### src/rtl/binom_pkg.sv
// -----------------------------------------------------------------------------
// binom_pkg
//   Constants shared by the binomial-coefficient sequencer and the 32-bit ALU.
//   - ALU opcodes ALU_AND..ALU_EQ (4-bit, common encoding with the ALU)
//   - sequencer FSM state encoding
// -----------------------------------------------------------------------------
package binom_pkg;

  // ALU opcode map. The ALU decodes exactly these values.
  localparam logic [3:0] ALU_AND = 4'b0000;
  localparam logic [3:0] ALU_OR  = 4'b0001;
  localparam logic [3:0] ALU_XOR = 4'b0010;
  localparam logic [3:0] ALU_NOT = 4'b0011;
  localparam logic [3:0] ALU_ADD = 4'b0100;
  localparam logic [3:0] ALU_SUB = 4'b0101;
  localparam logic [3:0] ALU_MUL = 4'b0110;
  localparam logic [3:0] ALU_DIV = 4'b0111;
  localparam logic [3:0] ALU_SHL = 4'b1000;
  localparam logic [3:0] ALU_EQ  = 4'b1001;

  // Sequencer states; one ALU operation per arithmetic state.
  typedef enum logic [2:0] {
    IDLE = 3'd0,
    EMIT = 3'd1,
    CMP  = 3'd2,
    SUB  = 3'd3,
    MUL  = 3'd4,
    INC  = 3'd5,
    DIV  = 3'd6,
    DONE = 3'd7
  } binom_state_t;

endpackage : binom_pkg

### src/rtl/binom_coef_seq.sv
// -----------------------------------------------------------------------------
// binom_coef_seq
//   Streams the binomial coefficients C(n,k), k = 0..n, using the external
//   32-bit ALU for every arithmetic step:
//       C(n,k+1) = C(n,k) * (n-k) / (k+1)
//   Each coefficient is offered on a valid/ready port; between two offers the
//   sequencer walks CMP -> SUB -> MUL -> INC -> DIV (one ALU op per cycle).
//
// Ports
//   clk, rst            clock (rising edge), asynchronous active-high reset
//   start, n_in         1-cycle request with exponent n (accepted only in IDLE)
//   busy                high in every state except IDLE
//   err                 1-cycle pulse when start carries n_in > N_MAX
//   coef_valid/ready    coefficient handshake; coef_k / coef_out = k / C(n,k)
//   done                1-cycle pulse after C(n,n) has been accepted
//   alu_e1/e2/sel       ALU operands and opcode (registered, no input paths)
//   alu_res, alu_zf     ALU result and zero flag (combinational, same cycle)
//
// All outputs are registers loaded from the next-state/next-register values,
// so they equal a decode of the current state while having no combinational
// path from any input.
// -----------------------------------------------------------------------------
module binom_coef_seq
  import binom_pkg::*;
#(
  parameter int DW    = 32,
  parameter int NW    = 5,
  parameter int N_MAX = 30
) (
  input  logic          clk,
  input  logic          rst,
  input  logic          start,
  input  logic [NW-1:0] n_in,
  output logic          busy,
  output logic          err,
  output logic          coef_valid,
  input  logic          coef_ready,
  output logic [NW-1:0] coef_k,
  output logic [DW-1:0] coef_out,
  output logic          done,
  output logic [DW-1:0] alu_e1,
  output logic [DW-1:0] alu_e2,
  output logic [3:0]    alu_sel,
  input  logic [DW-1:0] alu_res,
  input  logic          alu_zf
);

  localparam logic [NW-1:0] N_LIMIT = NW'(N_MAX);

  // architectural state
  binom_state_t  state_r, state_s;
  logic [NW-1:0] n_r, n_s;
  logic [NW-1:0] k_r, k_s;
  logic [DW-1:0] c_r, c_s;   // current coefficient C(n,k)
  logic [DW-1:0] t_r, t_s;   // n - k
  logic [DW-1:0] p_r, p_s;   // C(n,k) * (n - k)
  logic          err_s;

  // registered outputs
  logic          busy_r;
  logic          err_r;
  logic          coef_valid_r;
  logic [NW-1:0] coef_k_r;
  logic [DW-1:0] coef_out_r;
  logic          done_r;
  logic [DW-1:0] alu_e1_r, alu_e1_s;
  logic [DW-1:0] alu_e2_r, alu_e2_s;
  logic [3:0]    alu_sel_r, alu_sel_s;

  // Next-state and datapath register update; ALU results are captured here.
  always_comb begin
    state_s = state_r;
    n_s     = n_r;
    k_s     = k_r;
    c_s     = c_r;
    t_s     = t_r;
    p_s     = p_r;
    err_s   = 1'b0;
    case (state_r)
      IDLE: begin
        if (start) begin
          if (n_in > N_LIMIT) begin
            err_s = 1'b1;
          end else begin
            n_s     = n_in;
            k_s     = '0;
            c_s     = DW'(1'b1);
            state_s = EMIT;
          end
        end else begin
          state_s = IDLE;
        end
      end
      EMIT: begin
        if (coef_ready) begin
          state_s = CMP;
        end else begin
          state_s = EMIT;
        end
      end
      CMP: begin
        // EQ yields a non-zero result when k == n, i.e. zf low means last term.
        if (!alu_zf) begin
          state_s = DONE;
        end else begin
          state_s = SUB;
        end
      end
      SUB: begin
        t_s     = alu_res;
        state_s = MUL;
      end
      MUL: begin
        p_s     = alu_res;
        state_s = INC;
      end
      INC: begin
        k_s     = alu_res[NW-1:0];
        state_s = DIV;
      end
      DIV: begin
        // k was already incremented, so the divisor is k+1 >= 1 and exact.
        c_s     = alu_res;
        state_s = EMIT;
      end
      DONE: begin
        state_s = IDLE;
      end
      default: begin
        state_s = IDLE;
      end
    endcase
  end

  // ALU operand/opcode decode for the state being entered next cycle.
  always_comb begin
    alu_e1_s  = '0;
    alu_e2_s  = '0;
    alu_sel_s = ALU_AND;
    case (state_s)
      CMP: begin
        alu_e1_s  = DW'(k_s);
        alu_e2_s  = DW'(n_s);
        alu_sel_s = ALU_EQ;
      end
      SUB: begin
        alu_e1_s  = DW'(n_s);
        alu_e2_s  = DW'(k_s);
        alu_sel_s = ALU_SUB;
      end
      MUL: begin
        alu_e1_s  = c_s;
        alu_e2_s  = t_s;
        alu_sel_s = ALU_MUL;
      end
      INC: begin
        alu_e1_s  = DW'(k_s);
        alu_e2_s  = DW'(1'b1);
        alu_sel_s = ALU_ADD;
      end
      DIV: begin
        alu_e1_s  = p_s;
        alu_e2_s  = DW'(k_s);
        alu_sel_s = ALU_DIV;
      end
      default: begin
        alu_e1_s  = '0;
        alu_e2_s  = '0;
        alu_sel_s = ALU_AND;
      end
    endcase
  end

  // State and datapath registers.
  always_ff @(posedge clk or posedge rst) begin
    if (rst) begin
      state_r <= IDLE;
      n_r     <= '0;
      k_r     <= '0;
      c_r     <= '0;
      t_r     <= '0;
      p_r     <= '0;
    end else begin
      state_r <= state_s;
      n_r     <= n_s;
      k_r     <= k_s;
      c_r     <= c_s;
      t_r     <= t_s;
      p_r     <= p_s;
    end
  end

  // Output registers, loaded from the decode of the next state.
  always_ff @(posedge clk or posedge rst) begin
    if (rst) begin
      busy_r       <= 1'b0;
      err_r        <= 1'b0;
      coef_valid_r <= 1'b0;
      coef_k_r     <= '0;
      coef_out_r   <= '0;
      done_r       <= 1'b0;
      alu_e1_r     <= '0;
      alu_e2_r     <= '0;
      alu_sel_r    <= ALU_AND;
    end else begin
      busy_r       <= (state_s != IDLE);
      err_r        <= err_s;
      coef_valid_r <= (state_s == EMIT);
      coef_k_r     <= (state_s == EMIT) ? k_s : '0;
      coef_out_r   <= (state_s == EMIT) ? c_s : '0;
      done_r       <= (state_s == DONE);
      alu_e1_r     <= alu_e1_s;
      alu_e2_r     <= alu_e2_s;
      alu_sel_r    <= alu_sel_s;
    end
  end

  assign busy       = busy_r;
  assign err        = err_r;
  assign coef_valid = coef_valid_r;
  assign coef_k     = coef_k_r;
  assign coef_out   = coef_out_r;
  assign done       = done_r;
  assign alu_e1     = alu_e1_r;
  assign alu_e2     = alu_e2_r;
  assign alu_sel    = alu_sel_r;

endmodule : binom_coef_seq

### config.mk
export PLATFORM = sky130hd
export DESIGN_NAME = binom_coef_seq
export DESIGN_NICKNAME = d
export VERILOG_FILES = /design/src/rtl/binom_pkg.sv /design/src/rtl/binom_coef_seq.sv
export SDC_FILE = /design/constraint.sdc
export NUM_CORES = 1
export LEC_CHECK = 0
export ABC_CLOCK_PERIOD_IN_PS = 10300
export CORE_MARGIN = 1
export CORE_UTILIZATION = 40
export DETAILED_ROUTE_END_ITERATION = 8
export PLACE_DENSITY = 0.75
export SYNTH_ARGS = -nofsm -noshare
export SYNTH_HDL_FRONTEND = slang
export SYNTH_SLANG_ARGS = --single-unit
export TNS_END_PERCENT = 1
### constraint.sdc
create_clock -name clk -period 10.3 [get_ports clk]
set_clock_uncertainty 0.15 [all_clocks]
set_input_delay 3.09 -clock clk [delete_from_list [all_inputs] [get_ports clk]]
set_output_delay 3.09 -clock clk [all_outputs]
set_load 0.02 [all_outputs]
======== Word level (Yosys, flattened, before mapping) ========
Index checks and enable logic that the tools add are counted.
storage, ports and cells
  output and inout port bits .............. 109
  word-level logic and storage cells ...... 58
  flip-flop bits (word level) ............. 218
cells by class
  reductions and logical operators ........ 4
  equal/unequal tests ..................... 14
  muxes and demuxes ....................... 24
  magnitude comparators ................... 1
operators by type and width
  kind                  count
  $pmux W32 S4          2
  $mux W32              5
  $pmux W32 S2          1
  $mux W5               6
  $eq A3 B3 Y1 const B  8
  $pmux W3 S8           1
  $pmux W4 S5           1
  $eq A3 B2 Y1 const B  4
  $pmux W5 S2           1
  $mux W3               3
  $eq A3 B1 Y1 const B  2
  $gt A5 B5 Y1 const B  1
  $reduce_or A2 Y1      2
  $logic_not A3 Y1      1
  $mux W1               3
  $reduce_bool A3 Y1    1
  $mux W2               1

======== Logic depth before layout (Yosys ltp) ========
  depth after elaboration ................. 7
  mapped depth ............................ 7
  depth with buffers taken out ............ 5

======== Worst setup path after synthesis ========
Ideal clock, no wire load.
  kind .................................... input to register
  start point ............................. in start
  end point ............................... reg coef_out_r[10], in the netlist coef_out[10]
  stages .................................. 7
  arrival time ............................ 4,400 ps
  data required time ...................... 10,084 ps
  path slack .............................. 5,685 ps
  cell sequence ........................... or4b_1 > buf_2 > a21oi_4 > o31a_1 > buf_4 > buf_6 > and2_1
between the ends
  longest elaborated chain between the ends .. 4
  elaborated cells between the ends (all ways) .. 6
  those cells by class .................... 1 x eq/ne; 5 x mux
ends and longest elaborated chain
  what                  RTL line               source
  from (decl)           binom_coef_seq.sv:32   input logic start,
  $mux W3               binom_coef_seq.sv:81   if (start) begin
  $pmux W3 S8           binom_coef_seq.sv:79   case (state_r)
  $eq A3 B1 Y1          binom_coef_seq.sv:210  coef_out_r <= (state_s == EMIT) ? c_s : '0;
  $mux W32 (*)          binom_coef_seq.sv:210
  to (signal assigned)  binom_coef_seq.sv:210
  to (decl)             binom_coef_seq.sv:64   logic [DW-1:0] coef_out_r;
Mark *: on every way between the ends. The rest lies on a longest branch, timed or not.

======== Worst setup path in the final report ========
  start point ............................. in start
  end point ............................... reg coef_k_r[3], in the netlist coef_k[3]
between the ends
  longest elaborated chain between the ends .. 4
  elaborated cells between the ends (all ways) .. 6
  those cells by class .................... 1 x eq/ne; 5 x mux
ends and longest elaborated chain
  what                  RTL line               source
  $mux W3               binom_coef_seq.sv:81
  $pmux W3 S8           binom_coef_seq.sv:79
  $eq A3 B1 Y1          binom_coef_seq.sv:209  coef_k_r <= (state_s == EMIT) ? k_s : '0;
  $mux W5 (*)           binom_coef_seq.sv:209
  to (signal assigned)  binom_coef_seq.sv:209
  to (decl)             binom_coef_seq.sv:63   logic [NW-1:0] coef_k_r;
Marked as above.

==> metrics.log <==
INFO  metric finish.utilization = 0.551
INFO  metric netlist-cell-type-count = 40
INFO  metric wl_met1 = 7170 µm
INFO  metric grt_pass1_wl = 27,400 µm
INFO  metric setup_violations = 0
INFO  metric worst_slack = 4.19 ns
INFO  metric floorplan.die_area = 0.0179 mm²
INFO  metric synth_edf_count = 0
INFO  metric synth_top_family_by_area = simple AND/OR/NAND/NOR gates
INFO  metric regToRegStartpoint = state_r[0]$_DFF_PP0_
INFO  metric route.detailed.drc = 0
INFO  metric ff2ff_path_depth = 5
INFO  metric max_clock_freq = 164 MHz
INFO  metric top_layer = met4
INFO  metric fraction_of_final_layout_cells_with_drive_strength_greater_than_1 = 0.111
INFO  metric cts_max_level = 4
INFO  metric synth.most_common_cell = sky130_fd_sc_hd__dfrtp_1
INFO  metric critPathLaunchType = input port
INFO  metric slew-limit-headroom = 0.216
INFO  metric final.setup.tns = 0 ns
INFO  metric initial_utilization = 0.415
INFO  metric hpwlAfterDp = 10,700 µm
INFO  metric clock_path_buffers = 2
INFO  metric critPathRequiredTime = 10.51 ns
INFO  metric cts_hold_repair.buffers = 0
INFO  metric place_area = 0.00864 mm²
INFO  metric fp-row-count = 47
INFO  metric count_of_vias_placed_by_the_detailed_router = 4,819
INFO  metric clock_sink_count = 186
INFO  metric min_period = 6.11 ns
INFO  metric post_drt_wl_per_cell = 19.1 µm
INFO  metric drt_iter0_drc = 322
INFO  metric ys_seq_elements = 186
INFO  metric timing.rr.end = coef_k[3]$_DFF_PP0_
INFO  metric synth.yosys.warnings = 0
INFO  metric grt.overflow.total = 0
INFO  metric worst_setup_path_endpoint = coef_k[3]$_DFF_PP0_
INFO  metric weighted_congestion_at_the_end_of_routability_driven_global_placement = 0.803
INFO  metric synth_flop_cell = sky130_fd_sc_hd__dfrtp_1
INFO  metric finalHoldWorstSlack = 0.360 ns
INFO  metric route.detailed.vias_per_inst = 5.33
INFO  metric synth.yosys.seq_area_share = 0.669
INFO  metric ordered_list_of_cells_on_the_worst_path = clkdlybuf4s50_1 -> or4b_1 -> a21oi_4 -> o31a_1 -> buf_4 -> nor2b_1
INFO  metric setup.worst_path.start = start
INFO  metric layout.nets = 713
INFO  metric place.port_buffers = 150
INFO  metric power.ir.vdd_worst = 0.156 mV
INFO  metric syn-num-nets = 579
INFO  metric tritoncts.num_buffers = 17
INFO  metric timing.critical_path.buf_inv = 2
INFO  metric post_synth_fa_ha_maj_area_fraction = 0
INFO  metric static_leakage_power = 4.11 nW
INFO  metric grt_pass1_vias = 5,089
INFO  metric cts_tree = built
INFO  metric total_power = 2.77 mW
INFO  metric worst_ep_arrival_time = 6.32 ns
INFO  metric post_synth_mux_area_share = 0.0518
INFO  metric worst-r2r-setup-slack = 6.33 ns
INFO  metric clockRootBuffer = sky130_fd_sc_hd__clkbuf_16
INFO  metric num-fill-cells = 1,425
INFO  metric worst-setup-path-type = in -> reg
INFO  metric number_of_cells_upsized_or_downsized_after_cts = 0
INFO  metric pre_cts_ws = 3.69 ns
INFO  metric netlist_top_cells_count = 186 x sky130_fd_sc_hd__dfrtp_1, 45 x sky130_fd_sc_hd__nand2_1, 36 x sky130_fd_sc_hd__nor2b_1, 35 x sky130_fd_sc_hd__and2_1, 32 x sky130_fd_sc_hd__mux2_2
INFO  metric cp_top_family = compound AO/OA/AOI/OAI gates
INFO  metric report.final.hold_viol_count = 0
INFO  metric final_min_period_over_clock_period = 0.593
INFO  metric chipWidth = 134 µm
INFO  metric timing.max_cap.violations = 0
INFO  metric stdcell_area = 0.00923 mm²
INFO  metric syn_area_per_cell = 13.0 µm²
INFO  metric detailroute.wirelength.met3 = 1250 µm
INFO  metric drtPass1Iterations = 7
INFO  metric floorplan.die.height = 134 µm
INFO  metric timing_max_transition_violations_final = 0
INFO  metric ioPinCount = 151
INFO  metric cp_max_fo = 37
INFO  metric rsz_0062_raised_after_global_routing = no
INFO  metric dp.cells = 872
INFO  metric power_density = 300 mW/mm²
INFO  metric clk_transition_reported_paths = 0.07 ns
INFO  metric yosysTopAreaCellShare = 0.669
INFO  metric wl_met2 = 8650 µm
INFO  metric synth_top_area_cell = sky130_fd_sc_hd__dfrtp_1
INFO  metric grt_antenna_before_repair = 0
INFO  metric outcome = finished, final reports clean
INFO  metric hold_class = reg -> reg
INFO  metric area_growth_syn_to_layout = 32.5%
INFO  metric worstSetupPathDepth = 6
INFO  metric cp_slowest_stage_delay = 0.95 ns
INFO  metric tightestPinTransition = 1.17 ns
INFO  metric gr_util_all_layers = 0.202
INFO  metric asyncSetResetFlopFracSynth = 1.00
INFO  metric grt_max_degree = 105
INFO  metric slowest_stage = sky130_fd_sc_hd__a21oi_4
INFO  metric synth_xor_xnor_area_share = 0
INFO  metric remaining_antenna_violation_count = 0
INFO  metric routed_wl = 17,300 µm
INFO  metric synth_top_cells_by_area = sky130_fd_sc_hd__dfrtp_1 67%, sky130_fd_sc_hd__mux2_2 5.2%, sky130_fd_sc_hd__o2bb2ai_1 3.9%, sky130_fd_sc_hd__nor2b_1 3.2%, sky130_fd_sc_hd__and2_1 3.1%
INFO  metric mappedNetlistArea = 0.00696 mm²
INFO  metric postSynthCellCount = 537
INFO  metric critPathCaptureType = register
INFO  metric clock_insertion_delay_worst_skew = 0.43 ns
INFO  metric postCtsSetupBuffers = 0
INFO  metric final_cells = 904
INFO  metric diodes = 0
INFO  metric fp.coreArea = 0.0168 mm²
INFO  metric synth_compound_gate_area_share = 0.116
INFO  metric yosys.area_share.simple = 0.133
-- cell type report --
| cell class | instances | area [µm²] | area share |
|---|---|---|---|
| Tap cell | 220 | 275 | 0.0298 |
| Timing Repair Buffer | 154 | 1530 | 0.166 |
| Clock buffer | 20 | 447 | 0.0484 |
| Sequential cell | 186 | 4660 | 0.505 |
| Multi-Input combinational cell | 303 | 2130 | 0.231 |
| Clock inverter | 12 | 144 | 0.0156 |
| Inverter | 9 | 41.3 | 0.00448 |
-- layer usage --
metal,up-vias,GRT usage
li1,2141,-
met3,23,0.0593
met2,211,0.334
met4,0,0.0619
met1,2444,0.256
met5,-,0
-- report_power, final --
part	switching (mW)	leakage (nW)	internal, mW	total [mW]
clock	0.285	0.282	0.367	0.652
combinational	0.524	1.39	0.442	0.966
sequential	0.179	2.45	0.972	1.15
total	0.987	4.11	1.78	2.77
-- worst min path at each step --
| stage | start | to | slack (ns) | depth (start not counted) |
|---|---|---|---|---|
| floorplan | n_r[1]$_DFF_PP0_ | n_r[1]$_DFF_PP0_ | 0.33 | 2 |
| global placement | p_r[23]$_DFF_PP0_ | p_r[23]$_DFF_PP0_ | 0.34 | 1 |
| detailed placement | p_r[5]$_DFF_PP0_ | p_r[5]$_DFF_PP0_ | 0.35 | 1 |
| CTS | p_r[5]$_DFF_PP0_ | p_r[5]$_DFF_PP0_ | 0.36 | 1 |
| global route | p_r[17]$_DFF_PP0_ | p_r[17]$_DFF_PP0_ | 0.38 | 1 |
| finish | p_r[5]$_DFF_PP0_ | p_r[5]$_DFF_PP0_ | 0.36 | 1 |
-- cell families (layout without fill, tap and decap cells) --
group,count (synthesis),count (layout)
simple gates,169,169
buf+inv,48,195
mux,32,32
compound gates,102,102
flops,186,186
-- registers in the layout (all words and copies together) (netlist names), 3 cells and up --
signal / count
coef_out: 32
alu_sel: 4
n_r: 5
state_r: 3
c_r: 32
k_r: 5
alu_e2: 32
coef_k: 5
p_r: 32
alu_e1: 32
-- cell usage in the layout, fill, tap and decap left out, types with 4 or more instances in the layout --
cell / instances
sky130_fd_sc_hd__mux2_2: 32
sky130_fd_sc_hd__inv_1: 8
sky130_fd_sc_hd__clkdlybuf4s50_1: 150
sky130_fd_sc_hd__and3_1: 31
sky130_fd_sc_hd__o21ai_0: 10
sky130_fd_sc_hd__dfrtp_1: 184
sky130_fd_sc_hd__a22oi_1: 28
sky130_fd_sc_hd__nor2_1: 9
sky130_fd_sc_hd__o2bb2ai_1: 31
sky130_fd_sc_hd__buf_4: 4
sky130_fd_sc_hd__clkbuf_16: 17
sky130_fd_sc_hd__nand2_1: 45
sky130_fd_sc_hd__clkinv_4: 6
sky130_fd_sc_hd__and2_1: 35
sky130_fd_sc_hd__a221o_1: 4
sky130_fd_sc_hd__nor2b_1: 33
sky130_fd_sc_hd__o22a_1: 4
-- worst reg2reg max path, cell delays in order (launching register included) --
cell,delay (ns)
sky130_fd_sc_hd__dfrtp_2,0.77
sky130_fd_sc_hd__or4b_1,0.84
sky130_fd_sc_hd__a21oi_4,0.95
sky130_fd_sc_hd__o31a_1,0.63
sky130_fd_sc_hd__buf_4,0.37
sky130_fd_sc_hd__nor2b_1,0.18
(Power assumes the default switching activity.)
